File: config.mk
export PLATFORM = sky130hd
export DESIGN_NAME = pio_pull_ctrl_flat
export DESIGN_NICKNAME = d
export VERILOG_FILES = /design/src/rtl/pio_pkg.sv /design/src/rtl/pio_pull_ctrl_if.sv /design/src/rtl/pio_pull_ctrl.sv /design/src/flat_wrapper.sv
export SDC_FILE = /design/constraint.sdc
export NUM_CORES = 1
export LEC_CHECK = 0
export ABC_CLOCK_PERIOD_IN_PS = 6700
export CORE_MARGIN = 2
export CORE_UTILIZATION = 28
export CTS_CLUSTER_DIAMETER = 200
export DETAILED_ROUTE_END_ITERATION = 7
export PLACE_DENSITY_LB_ADDON = 0.3
export SLEW_MARGIN = 20
export SYNTH_ARGS = -nofsm -noshare
export SYNTH_HDL_FRONTEND = slang
export SYNTH_SLANG_ARGS = --single-unit
File: constraint.sdc
create_clock -name clk -period 6.7 [get_ports clk]
set_clock_uncertainty 0.15 [all_clocks]
set_input_delay 1.34 -clock clk [delete_from_list [all_inputs] [get_ports clk]]
set_output_delay 1.34 -clock clk [all_outputs]
set_load 0.03 [all_outputs]
File: src/rtl/pio_pkg.sv
// pio_pkg: shared types for the PIO output-shift-register pull controller.
//   pull_state_e : pull FSM state encoding (RUN / WAIT_TX)
//   pull_op_e    : execute-stage op encoding on op_pull (OUT / PULL)
//   thr_map()    : maps a 5-bit threshold field to 6 bits, with 0 meaning 32
package pio_pkg;

  typedef enum logic [1:0] {
    PULL_RUN     = 2'd0,
    PULL_WAIT_TX = 2'd1
  } pull_state_e;

  typedef enum logic {
    OP_OUT  = 1'b0,
    OP_PULL = 1'b1
  } pull_op_e;

  localparam logic [5:0] THR_ZERO_MAP = 6'd32;

  function automatic logic [5:0] thr_map(input logic [4:0] t);
    return (t == 5'd0) ? THR_ZERO_MAP : {1'b0, t};
  endfunction

endpackage

File: src/rtl/pio_pull_ctrl_if.sv
// pio_pull_ctrl_if: TX FIFO read port plus OSR control/status bundle.
//   tx_empty/tx_data/tx_pop          : TX FIFO head and pop strobe
//   osr_set/osr_din/osr_do_shift/
//   osr_shift                        : OSR load/shift controls
//   osr_count/osr_count_la           : OSR shift count and its lookahead
// master = pull controller, slave = FIFO/OSR side.
interface pio_pull_ctrl_if #(parameter int DW = 32);
  logic          tx_empty;
  logic [DW-1:0] tx_data;
  logic          tx_pop;
  logic          osr_set;
  logic [DW-1:0] osr_din;
  logic          osr_do_shift;
  logic [4:0]    osr_shift;
  logic [5:0]    osr_count;
  logic [5:0]    osr_count_la;

  modport master (
    input  tx_empty, tx_data, osr_count, osr_count_la,
    output tx_pop, osr_set, osr_din, osr_do_shift, osr_shift
  );

  modport slave (
    output tx_empty, tx_data, osr_count, osr_count_la,
    input  tx_pop, osr_set, osr_din, osr_do_shift, osr_shift
  );
endinterface

File: src/rtl/pio_pull_ctrl.sv
// pio_pull_ctrl: OUT/PULL sequencing for one state machine's OSR.
// Decodes OUT/PULL from the execute stage, applies the autopull threshold,
// pops the TX FIFO and stalls the SM while a refill is pending.
// Ports:
//   clk, reset (sync, active-high)
//   penable, restart, ext_stall      : SM enable / restart / external stall
//   op_valid, op_pull, pull_block,
//   pull_ifempty, out_bits           : current OUT/PULL instruction
//   autopull_en, pull_thresh         : SHIFTCTRL fields (thresh 0 = 32)
//   x_reg                            : X value for non-blocking PULL on empty FIFO
//   bus (pio_pull_ctrl_if.master)    : TX FIFO read port + OSR controls
//   instr_stall                      : hold current instruction
//   state_o                          : FSM state (debug)
//   stall_cnt[15:0]                  : only with PIO_PULL_STALL_CNT_EN; saturating
//                                      count of enabled cycles spent in WAIT_TX
module pio_pull_ctrl
  import pio_pkg::*;
#(
  parameter int DW = 32
) (
  input  logic          clk,
  input  logic          reset,
  input  logic          penable,
  input  logic          restart,
  input  logic          ext_stall,
  input  logic          op_valid,
  input  logic          op_pull,
  input  logic          pull_block,
  input  logic          pull_ifempty,
  input  logic [4:0]    out_bits,
  input  logic          autopull_en,
  input  logic [4:0]    pull_thresh,
  input  logic [DW-1:0] x_reg,
  pio_pull_ctrl_if.master bus,
  output logic          instr_stall,
  output logic [1:0]    state_o
`ifdef PIO_PULL_STALL_CNT_EN
  ,
  output logic [15:0]   stall_cnt
`endif
);

  pull_state_e state_q, state_d;
  logic [5:0]  thr;
  logic        osr_empty, la_empty, go, is_out;
  logic        pop_c, set_c, shift_c, stall_c, sel_x;

  assign thr       = thr_map(pull_thresh);
  assign osr_empty = bus.osr_count >= thr;
  assign la_empty  = bus.osr_count_la >= thr;
  assign go        = penable && !ext_stall;
  assign is_out    = (pull_op_e'(op_pull) == OP_OUT);

  always_comb begin
    state_d = state_q;
    pop_c   = 1'b0;
    set_c   = 1'b0;
    shift_c = 1'b0;
    stall_c = 1'b0;
    sel_x   = 1'b0;
    if (reset || restart) begin
      state_d = PULL_RUN;
    end else if (!go) begin
      stall_c = op_valid;
    end else if (!op_valid) begin
      // op withdrawn (e.g. while waiting): abandon the refill
      state_d = PULL_RUN;
    end else begin
      unique case (state_q)
        PULL_RUN: begin
          if (is_out) begin
            if (autopull_en && osr_empty) begin
              // refill first; OUT re-executes next cycle against a full OSR
              stall_c = 1'b1;
              if (!bus.tx_empty) begin
                pop_c = 1'b1;
                set_c = 1'b1;
              end else begin
                state_d = PULL_WAIT_TX;
              end
            end else begin
              shift_c = 1'b1;
              // lookahead autopull: reload in the same cycle as the final shift
              if (autopull_en && la_empty && !bus.tx_empty) begin
                pop_c = 1'b1;
                set_c = 1'b1;
              end
            end
          end else if (!(pull_ifempty && !osr_empty)) begin
            if (!bus.tx_empty) begin
              pop_c = 1'b1;
              set_c = 1'b1;
            end else if (!pull_block) begin
              set_c = 1'b1;
              sel_x = 1'b1;
            end else begin
              stall_c = 1'b1;
              state_d = PULL_WAIT_TX;
            end
          end
        end
        PULL_WAIT_TX: begin
          if (bus.tx_empty) begin
            stall_c = 1'b1;
          end else begin
            pop_c   = 1'b1;
            set_c   = 1'b1;
            state_d = PULL_RUN;
            // a PULL is finished by this load; an OUT still has to shift
            stall_c = is_out;
          end
        end
        default: state_d = PULL_RUN;
      endcase
    end
  end

  always_ff @(posedge clk) begin
    if (reset) state_q <= PULL_RUN;
    else       state_q <= state_d;
  end

  assign bus.tx_pop       = pop_c;
  assign bus.osr_set      = set_c;
  assign bus.osr_do_shift = shift_c;
  assign bus.osr_shift    = out_bits;
  assign bus.osr_din      = sel_x ? x_reg : bus.tx_data;
  assign instr_stall      = stall_c;
  assign state_o          = state_q;

`ifdef PIO_PULL_STALL_CNT_EN
  logic [15:0] stall_cnt_q, stall_cnt_d;

  // restart deliberately does not clear the counter
  always_comb begin
    stall_cnt_d = stall_cnt_q;
    if (go && state_q == PULL_WAIT_TX && stall_cnt_q != 16'hFFFF)
      stall_cnt_d = stall_cnt_q + 16'd1;
  end

  always_ff @(posedge clk) begin
    if (reset) stall_cnt_q <= 16'd0;
    else       stall_cnt_q <= stall_cnt_d;
  end

  assign stall_cnt = stall_cnt_q;
`endif

endmodule

File: src/flat_wrapper.sv
// flat-port wrapper written by rule: the top's interface ports become plain ports
module pio_pull_ctrl_flat import pio_pkg::*;
#(
  parameter int DW = 32
)
  (clk, reset, penable, restart, ext_stall, op_valid, op_pull, pull_block, pull_ifempty, out_bits, autopull_en, pull_thresh, x_reg, instr_stall, state_o, bus_tx_empty, bus_tx_data, bus_osr_count, bus_osr_count_la, bus_tx_pop, bus_osr_set, bus_osr_din, bus_osr_do_shift, bus_osr_shift);
  pio_pull_ctrl_if #(.DW(DW)) bus_i ();
  input  logic clk;
  input  logic reset;
  input  logic penable;
  input  logic restart;
  input  logic ext_stall;
  input  logic op_valid;
  input  logic op_pull;
  input  logic pull_block;
  input  logic pull_ifempty;
  input  logic [4:0] out_bits;
  input  logic autopull_en;
  input  logic [4:0] pull_thresh;
  input  logic [DW-1:0] x_reg;
  output logic instr_stall;
  output logic [1:0] state_o;
  input wire logic [$bits(bus_i.tx_empty)-1:0] bus_tx_empty;
  input wire logic [$bits(bus_i.tx_data)-1:0] bus_tx_data;
  input wire logic [$bits(bus_i.osr_count)-1:0] bus_osr_count;
  input wire logic [$bits(bus_i.osr_count_la)-1:0] bus_osr_count_la;
  output wire logic [$bits(bus_i.tx_pop)-1:0] bus_tx_pop;
  output wire logic [$bits(bus_i.osr_set)-1:0] bus_osr_set;
  output wire logic [$bits(bus_i.osr_din)-1:0] bus_osr_din;
  output wire logic [$bits(bus_i.osr_do_shift)-1:0] bus_osr_do_shift;
  output wire logic [$bits(bus_i.osr_shift)-1:0] bus_osr_shift;
  assign bus_i.tx_empty = bus_tx_empty;
  assign bus_i.tx_data = bus_tx_data;
  assign bus_i.osr_count = bus_osr_count;
  assign bus_i.osr_count_la = bus_osr_count_la;
  assign bus_tx_pop = bus_i.tx_pop;
  assign bus_osr_set = bus_i.osr_set;
  assign bus_osr_din = bus_i.osr_din;
  assign bus_osr_do_shift = bus_i.osr_do_shift;
  assign bus_osr_shift = bus_i.osr_shift;
  pio_pull_ctrl #(.DW(DW)) u_core (.clk(clk), .reset(reset), .penable(penable), .restart(restart), .ext_stall(ext_stall), .op_valid(op_valid), .op_pull(op_pull), .pull_block(pull_block), .pull_ifempty(pull_ifempty), .out_bits(out_bits), .autopull_en(autopull_en), .pull_thresh(pull_thresh), .x_reg(x_reg), .bus(bus_i), .instr_stall(instr_stall), .state_o(state_o));
endmodule
# After elaboration in Yosys (flattened, before gate mapping)
# Index checks and enable logic that the tools add are counted.
[word_totals]
out_inout_bits = 43
regBits = 2
[classes]
n_eq_ne = 6
n_reduce_logical = 13
order_cmp = 2
mux = 51
n_bitwise = 1
[op_table]
columns = ["cell", "n"]
rows = [
  ["$mux 1", 37],
  ["$mux 32", 1],
  ["$mux 2", 8],
  ["$ge 6x6->1", 2],
  ["$ne 4x4->1 const B", 2],
  ["$mux 6", 1],
  ["$ne 3x3->1 const B", 2],
  ["$pmux 1 s2", 3],
  ["$reduce_and 6->1", 1],
  ["$logic_and 1x1->1", 5],
  ["$logic_not 5->1", 1],
  ["$ne 4x3->1 const B", 1],
  ["$pmux 2 s2", 1],
  ["$logic_not 1->1", 3],
  ["$eq 2x1->1 const B", 1],
  ["$logic_not 2->1", 1],
  ["$reduce_or 2->1", 1],
  ["$logic_or 1x1->1", 1],
  ["$not 1->1", 1],
]

# Longest topological paths before layout
# Gate-level depths: netlist (run 1).
[depth]
word_depth = 12
ltp_mapped = 11

# Least setup slack after synthesis (run 1)
# No wires, ideal clock.
[synth_path]
kind = "input to output"
from = "in pull_thresh[1]"
to = "out bus_osr_do_shift"
cell_stages = 8
required_ns = 5.210
n_path_buf = 0
arrival_ns = 3.370
setup_slack_ns = 1.840
cell_sequence = "nor3_1 nand3_1 ha_1 o21a_1 a21oi_1 o21ai_2 and2_2 nor4_1"
[synth_between]
elab_chain_len = 10
[synth_rtl]
columns = ["item", "line", "text"]
rows = [
  ["from (decl)", "flat_wrapper.sv:19", "input logic [4:0] pull_thresh;"],
  ["$logic_not 5->1", "pio_pkg.sv:20", "return (t == 5'd0) ? THR_ZERO_MAP : {1'b0, t};"],
  ["$mux 6 *", "pio_pkg.sv:20", ""],
  ["$ge 6x6->1 *", "pio_pull_ctrl.sv:49", "assign osr_empty = bus.osr_count >= thr;"],
  ["$logic_and 1x1->1 *", "pio_pull_ctrl.sv:72", "if (autopull_en && osr_empty) begin"],
  ["$mux 1 *", "pio_pull_ctrl.sv:72", ""],
  ["$mux 1 *", "pio_pull_ctrl.sv:71", "if (is_out) begin"],
  ["$mux 1 *", "pio_pull_ctrl.sv:69", "unique case (state_q)"],
  ["$mux 1 *", "pio_pull_ctrl.sv:65", "end else if (!op_valid) begin"],
  ["$mux 1 *", "pio_pull_ctrl.sv:63", "end else if (!go) begin"],
  ["$mux 1 *", "pio_pull_ctrl.sv:61", "if (reset || restart) begin"],
  ["to (decl)", "flat_wrapper.sv:30", "output wire logic [$bits(bus_i.osr_do_shift)-1:0] bus_osr_do_shift;"],
]
# Every way passes the cells marked *; elsewhere a longest branch is shown, timed or not.

# Worst setup path after layout (run 1)
[layout_path]
from = "in pull_thresh[0]"
to = "out bus_osr_din[26]"
[layout_between]
elab_chain_len = 12
[layout_rtl]
columns = ["item", "line", "text"]
rows = [
  ["$logic_not 5->1", "pio_pkg.sv:20", ""],
  ["$mux 6 *", "pio_pkg.sv:20", ""],
  ["$ge 6x6->1 *", "pio_pull_ctrl.sv:49", ""],
  ["$logic_not 1->1 *", "pio_pull_ctrl.sv:89", "end else if (!(pull_ifempty && !osr_empty)) begin"],
  ["$logic_and 1x1->1 *", "pio_pull_ctrl.sv:89", ""],
  ["$mux 1 *", "pio_pull_ctrl.sv:89", ""],
  ["$mux 1 *", "pio_pull_ctrl.sv:71", ""],
  ["$mux 1 *", "pio_pull_ctrl.sv:69", ""],
  ["$mux 1 *", "pio_pull_ctrl.sv:65", ""],
  ["$mux 1 *", "pio_pull_ctrl.sv:63", ""],
  ["$mux 1 *", "pio_pull_ctrl.sv:61", ""],
  ["$mux 32 *", "pio_pull_ctrl.sv:127", "assign bus.osr_din = sel_x ? x_reg : bus.tx_data;"],
  ["to (decl)", "flat_wrapper.sv:29", "output wire logic [$bits(bus_i.osr_din)-1:0] bus_osr_din;"],
]
# Marks and branches as above.

==> run summary, run 1 <==
Synth Area per Inst - 9.828 um^2
critical path class - primary input to output pin
die height - 66.14 um
Finished Layout Cells - 275
vias in the first global route - 1170
PortBufs - 128
Antenna diodes - 0
switching part of the total - 0.3543
fin crit period - 6.207 ns
first-pass GRT wire length - 6078 um
top cell type's share of synthesized area - 0.4167
Unique masters post-synth - 35
DRC viols - 0
Routed WL per cell - 14.99 um
Post-Synth Adder-Cell Area - 0.1389
Synth Area in Compound Gates - 0.1192
first-pass iteration count of the detailed router - 4
Hold Crit Class - flop to flop
Clock Power Share - 0
net count after synthesis - 219
crit-path max FO - 32
max-slew violation count - 0
GPL Wtd Cong - 0.8482
WP data arrival - 4.72 ns
Vias - 1301
initial antenna violation count - 0
area share of and/or/nand/nor cells after synthesis - 0.1389
full die area - 0.004374 mm^2
post-synthesis cell area - 0.001081 mm^2
multi-input logic area - 907.1 um^2
Gates resized, CTS repair - 0
max incr delay on CP - 0.62 ns
final WL - 4121 um
MaxCap Viol Count - 0
setup slack after layout - 0.4931 ns
Inst Count DP - 275
Fmax - 0.1611 GHz
Final ANT Viol Nets - 0
fraction of layout cells with a size suffix above 1 - 0.1718
post-synthesis xor/xnor area fraction - 0
sequential power share - 0.044
critical-path cell list - clkdlybuf4s50_1, nor3_1, nand3_1, ha_1, nand4_1, o21ai_2, o21ai_2, or4_2, buf_4, mux2_4, clkdlybuf4s50_1
initial drt markers - 40
Total Power - 0.1434 mW
largest cells by area after synthesis - mux2_4, ha_1, buf_12, buf_4, inv_1
post-synthesis mux area share - 0.4375
GRT Residual Overflow - 0
largest family of logic cells by synthesized area - multiplexers
I/O pin total - 140
Slew @ Worst Pin - 0.5514 ns
cell taking the most area after synthesis - mux2_4
Worst Setup Start Kind - primary input
max FFs per register - 1
Hold Buf Count CTS - 0
dpl hpwl - 3706 um
fill count - 306
Row Count - 22
Critical Path RT - 5.21 ns
Seq/Total Area, Yosys - 0.01852
Sequential Area - 20.02 um^2
Max stage delay cell, worst path - clkdlybuf4s50_1
largest net degree at the start of global routing - 33
number of setup buffers added after CTS - 0
RSZ-0062 raised after global routing - false
Clock Latency Late Sink - 0 ns
vias per cell - 4.731
Internal - 0.09261 mW
switching power - 0.05081 mW
final core occ - 0.6252
Slew HR - 0.6324
Setup WS pre-CTS - 0.4864 ns
Final setup viols - 0
Die W - 66.14 um
synth warn - 0
final period utilization - 0.9264
Mapped Cells - 110
final net count - 338
GRT Total Usage - 0.1761
Area growth syn-to-layout - 113.3%
Comb power frac - 0.956
Pwr Density - 62.20 mW/mm^2
Worst Setup End Kind - output pin
peak supply drop - 0.00002344 V
Starting Density - 0.2931
clock-pin slew on the worst setup and hold paths - 0 ns
final count of hold timing violations - 0
Core ar. - 0.003689 mm^2
#FFs+latches synth - 1
Setup TNS Final - 0 ns
Leak Pwr - 1.031 nW
status - finished clean
[layout make-up]
| class | instances | area share |
|---|---|---|
| multi-input cells | 89 | 0.3934 |
| inverters | 8 | 0.01302 |
| repair buffers | 129 | 0.5589 |
| flip-flops and latches | 1 | 0.008682 |
| well taps | 48 | 0.02604 |
[synth_stat cells, drive strengths merged]
cell type  count
and2           1
dfxtp          1
buf           10
nand2b         4
nor4           2
and2b          1
o22ai          1
nor3           3
a211o          1
or3            1
o2111ai        1
nor2b          1
a211oi         3
ha            12
nand2          5
a221oi         1
a21o           1
o21ai          4
conb           1
or4            1
clkbuf         2
nand4          2
inv            8
nor2           1
o32ai          1
mux2          32
a21oi          3
or2b           1
o21a           2
nand3          3
[per-layer routing]
layer / track usage / wire (um) / up-vias
met2: 0.3350 / 2088 / 70
met3: 0.04429 / 453 / 6
met1: 0.1953 / 1491 / 587
met5: 0 / 0 / -
met4: 0.03316 / 87 / 0
li1: - / - / 638
[power groups by stage]
stage                     Sequential, mW  Combinational [mW]  Clock [mW]
after global routing             0.00635               0.146           0
after global placement           0.00632               0.136           0
after CTS                        0.00632               0.138           0
final                            0.00632               0.137           0
after detailed placement         0.00632               0.138           0
after floorplan                  0.00632              0.0642           0
[critical path, delay by kind of cell]
| kind | cells | cell delay (ns) |
|---|---|---|
| mux | 1 | 0.35 |
| simple gates | 4 | 0.96 |
| compound gates | 2 | 0.35 |
| fa+ha+maj | 1 | 0.31 |
| buf+inv | 3 | 1.39 |
[layout by cell type (no fill, tap or decap), drive strengths merged, types with 3 or more instances in the layout]
master / netlist / routed
a211oi: 3 / 3
a21oi: 3 / 3
o21ai: 4 / 4
nand2: 5 / 5
nor3: 3 / 3
inv: 8 / 8
mux2: 32 / 32
nand3: 3 / 3
nand2b: 4 / 4
clkdlybuf4s50: 0 / 128
ha: 12 / 12
[per-stage QoR]
step                hold WS, ns  cell area [um^2]
floorplan                0.6563              1081
global placement         0.5087              2306
detailed placement       0.5070              2306
CTS                      0.5094              2306
global route             0.6043              2306
finish                   0.5087              2306
[worst paths after layout]
kind | start | end | slack (ns) | cells past startpoint
max | pull_thresh[0] | bus_osr_din[26] | 0.49 | 11
min | u_core.state_o[0]$_SDFFE_PP0P_ | u_core.state_o[0]$_SDFFE_PP0P_ | 0.51 | 4
max reg2reg | u_core.state_o[0]$_SDFFE_PP0P_ | u_core.state_o[0]$_SDFFE_PP0P_ | 5.44 | 3
min reg2reg | u_core.state_o[0]$_SDFFE_PP0P_ | u_core.state_o[0]$_SDFFE_PP0P_ | 0.51 | 4
[cell families after synthesis]
| logic type | Yosys count |
|---|---|
| flops | 1 |
| mux | 32 |
| other cells | 1 |
| fa+ha+maj | 12 |
| compound gates | 18 |
| simple gates | 26 |
| buf+inv | 20 |
(Power assumes the default switching activity.)
==> run 2, diff against run 1 <==
--- a/config.mk
+++ b/config.mk
@@ -9,6 +9,7 @@
 export CORE_MARGIN = 2
 export CORE_UTILIZATION = 28
 export CTS_CLUSTER_DIAMETER = 200
+export CTS_CLUSTER_SIZE = 30
 export DETAILED_ROUTE_END_ITERATION = 7
 export PLACE_DENSITY_LB_ADDON = 0.3
 export SLEW_MARGIN = 20
==> results of run 2 <==
Final layout, timing and power as in run 1 (identical DEF).
==> run 3, diff against run 2 <==
--- a/config.mk
+++ b/config.mk
@@ -6,11 +6,12 @@
 export NUM_CORES = 1
 export LEC_CHECK = 0
 export ABC_CLOCK_PERIOD_IN_PS = 6700
-export CORE_MARGIN = 2
-export CORE_UTILIZATION = 28
+export CORE_AREA = 2 2 55 57
 export CTS_CLUSTER_DIAMETER = 200
 export CTS_CLUSTER_SIZE = 30
 export DETAILED_ROUTE_END_ITERATION = 7
+export DIE_AREA = 0 0 57 59
+export DONT_BUFFER_PORTS = 1
 export PLACE_DENSITY_LB_ADDON = 0.3
 export SLEW_MARGIN = 20
 export SYNTH_ARGS = -nofsm -noshare
==> run 3 against run 2 <==
  * Via count shrank 38%
  * Critical endpoint is now bus_osr_din[0]
  * Worst hold slack better by 0.15 ns
  * Highest routed layer is now met3
  * Routed wire length shrank 35%
==> run summary, run 3 (same netlist as run 1, synthesis figures left out) <==
GPL Wtd Cong - 0.8265 (-2.6%)
WP data arrival - 3.98 ns (-0.74 ns)
Slew @ Worst Pin - 1.059 ns (+0.5078 ns)
hold_ws - 0.6578 ns (+0.1492 ns)
Setup WS pre-CTS - 1.218 ns (+0.7320 ns)
Hold Crit Class - flop to flop
full die area - 0.003363 mm^2 (-23%)
WHS Endpoint - u_core.state_o[0]$_SDFFE_PP0P_
initial drt markers - 20 (-50%)
Die W - 57 um (-14%)
Final ANT Viol Nets - 0 (unchanged)
reg2reg end - u_core.state_o[0]$_SDFFE_PP0P_
setup slack after layout - 1.231 ns (+0.7378 ns)
R2R setup slack - 5.31 ns (-0.13 ns)
fill count - 281 (-8.2%)
Critical Path RT - 5.21 ns (about the same)
vias in the first global route - 801 (-32%)
Pwr Density - 69.16 mW/mm^2 (+11%)
PortBufs - 0 (-100%)
fin crit period - 5.469 ns (-0.7378 ns)
GRT Residual Overflow - 0 (unchanged)
Area growth syn-to-layout - -7.176%
I/O pin total - 140 (unchanged)
clock-pin slew on the worst setup and hold paths - 0 ns (unchanged)
initial antenna violation count - 0 (unchanged)
Gates resized, CTS repair - 0 (unchanged)
MaxCap Viol Count - 0 (unchanged)
first-pass GRT wire length - 3698 um (-39%)
largest net degree at the start of global routing - 33 (unchanged)
Post-DP Area - 0.001003 mm^2 (-56%)
commonest non-fill, non-tap cell in the layout - mux2_4
peak supply drop - 0.00003781 V (+61%)
most frequent cells in the layout - mux2_4, ha_1, inv_1
vias per cell - 6.246 (+32%)
RSZ-0062 raised after global routing - false
number of setup buffers added after CTS - 0 (unchanged)
Total Power - 0.06940 mW (-52%)
Antenna diodes - 0 (unchanged)
Sequential Area - 20.02 um^2 (unchanged)
Clock Latency Late Sink - 0 ns (unchanged)
R2R depth - 3 (unchanged)
max FFs per register - 1 (unchanged)
dpl hpwl - 2470 um (-33%)
Leak Pwr - 0.5344 nW (-48%)
Setup TNS Final - 0 ns (unchanged)
Row Count - 19 (-14%)
Worst Setup Start Kind - primary input
Final setup viols - 0 (unchanged)
Starting Density - 0.3989 (+0.1058)
final net count - 210 (-38%)
status - finished clean
fraction of layout cells with a size suffix above 1 - 0.3939 (+0.2221)
final count of hold timing violations - 0 (unchanged)
final period utilization - 0.8163 (-0.1101)
design area - 0.001003 mm^2 (-56%)
Fmax - 0.1828 GHz (+13%)
worst hold stages - 4 (unchanged)
GRT Total Usage - 0.1354 (-0.04067)
first-pass iteration count of the detailed router - 4 (unchanged)
Core ar. - 0.002710 mm^2 (-27%)
DRC viols - 0 (unchanged)
Hold Crit Start - u_core.state_o[0]$_SDFFE_PP0P_
crit-path max FO - 32 (unchanged)
Slew HR - 0.2917 (-0.3407)
multi-input logic area - 907.1 um^2 (unchanged)
Worst Setup End Kind - output pin
Routed WL per cell - 20.52 um (+37%)
Hold Buf Count CTS - 0 (unchanged)
Vias - 812 (-38%)
reg2reg start - u_core.state_o[0]$_SDFFE_PP0P_
die height - 59 um (-11%)
critical path class - primary input to output pin
final WL - 2668 um (-35%)
max-slew violation count - 0 (unchanged)
[run 3: cell count changes in the layout (fill, tap and decap cells not counted), sizes merged]
cell           before  now
clkdlybuf4s50     128    0
[run 3: critical path: stages]
cell and delay, ns:
nor3_1 0.19, nand3_1 0.13, ha_1 0.31, nand4_1 0.09, o21ai_2 0.24, o21ai_2 0.10
or4_2 1.01, mux2_2 0.53
[run 3: how the worst max path moves through the flow]
| stage | from | endpoint |
|---|---|---|
| floorplan | pull_thresh[1] | bus_osr_do_shift |
| global placement | pull_thresh[1] | bus_osr_din[0] |
| detailed placement | pull_thresh[1] | bus_osr_din[0] |
| CTS | pull_thresh[1] | bus_osr_din[0] |
| global route | pull_thresh[1] | bus_osr_din[0] |
| finish | pull_thresh[1] | bus_osr_din[0] |
[run 3: where the power goes]
part | switching, mW | total [mW] | internal, mW
sequential | 0.000314 | 0.00646 | 0.00615
clock | 0 | 0 | 0
combinational | 0.0381 | 0.0629 | 0.0249
[run 3: layer usage]
metal / routed length [um] / vias up / part of all wire / track usage
met5: 0 / - / 0 / 0
met4: 0 / 0 / 0 / 0
met3: 322 / 0 / 0.12 / 0.02402
met2: 1455 / 70 / 0.55 / 0.2693
met1: 890 / 364 / 0.33 / 0.1603
li1: - / 378 / - / -
[run 3: stage by stage]
| stage | util | std cells |
|---|---|---|
| 2_1_floorplan | - | 110 |
| 3_3_place_gp | 0.3703 | 130 |
| 3_5_place_dp | 0.3703 | 130 |
| 4_1_cts | 0.3703 | 130 |
| 5_1_grt | 0.3703 | 130 |
| 6_report | 0.3703 | 130 |
[run 3: area by class of cell]
class                   instances  share of cell area
multi-input cells              89              0.9040
well taps                      31             0.03865
inverters                       8             0.02993
flip-flops and latches          1             0.01995
repair buffers                  1            0.007481
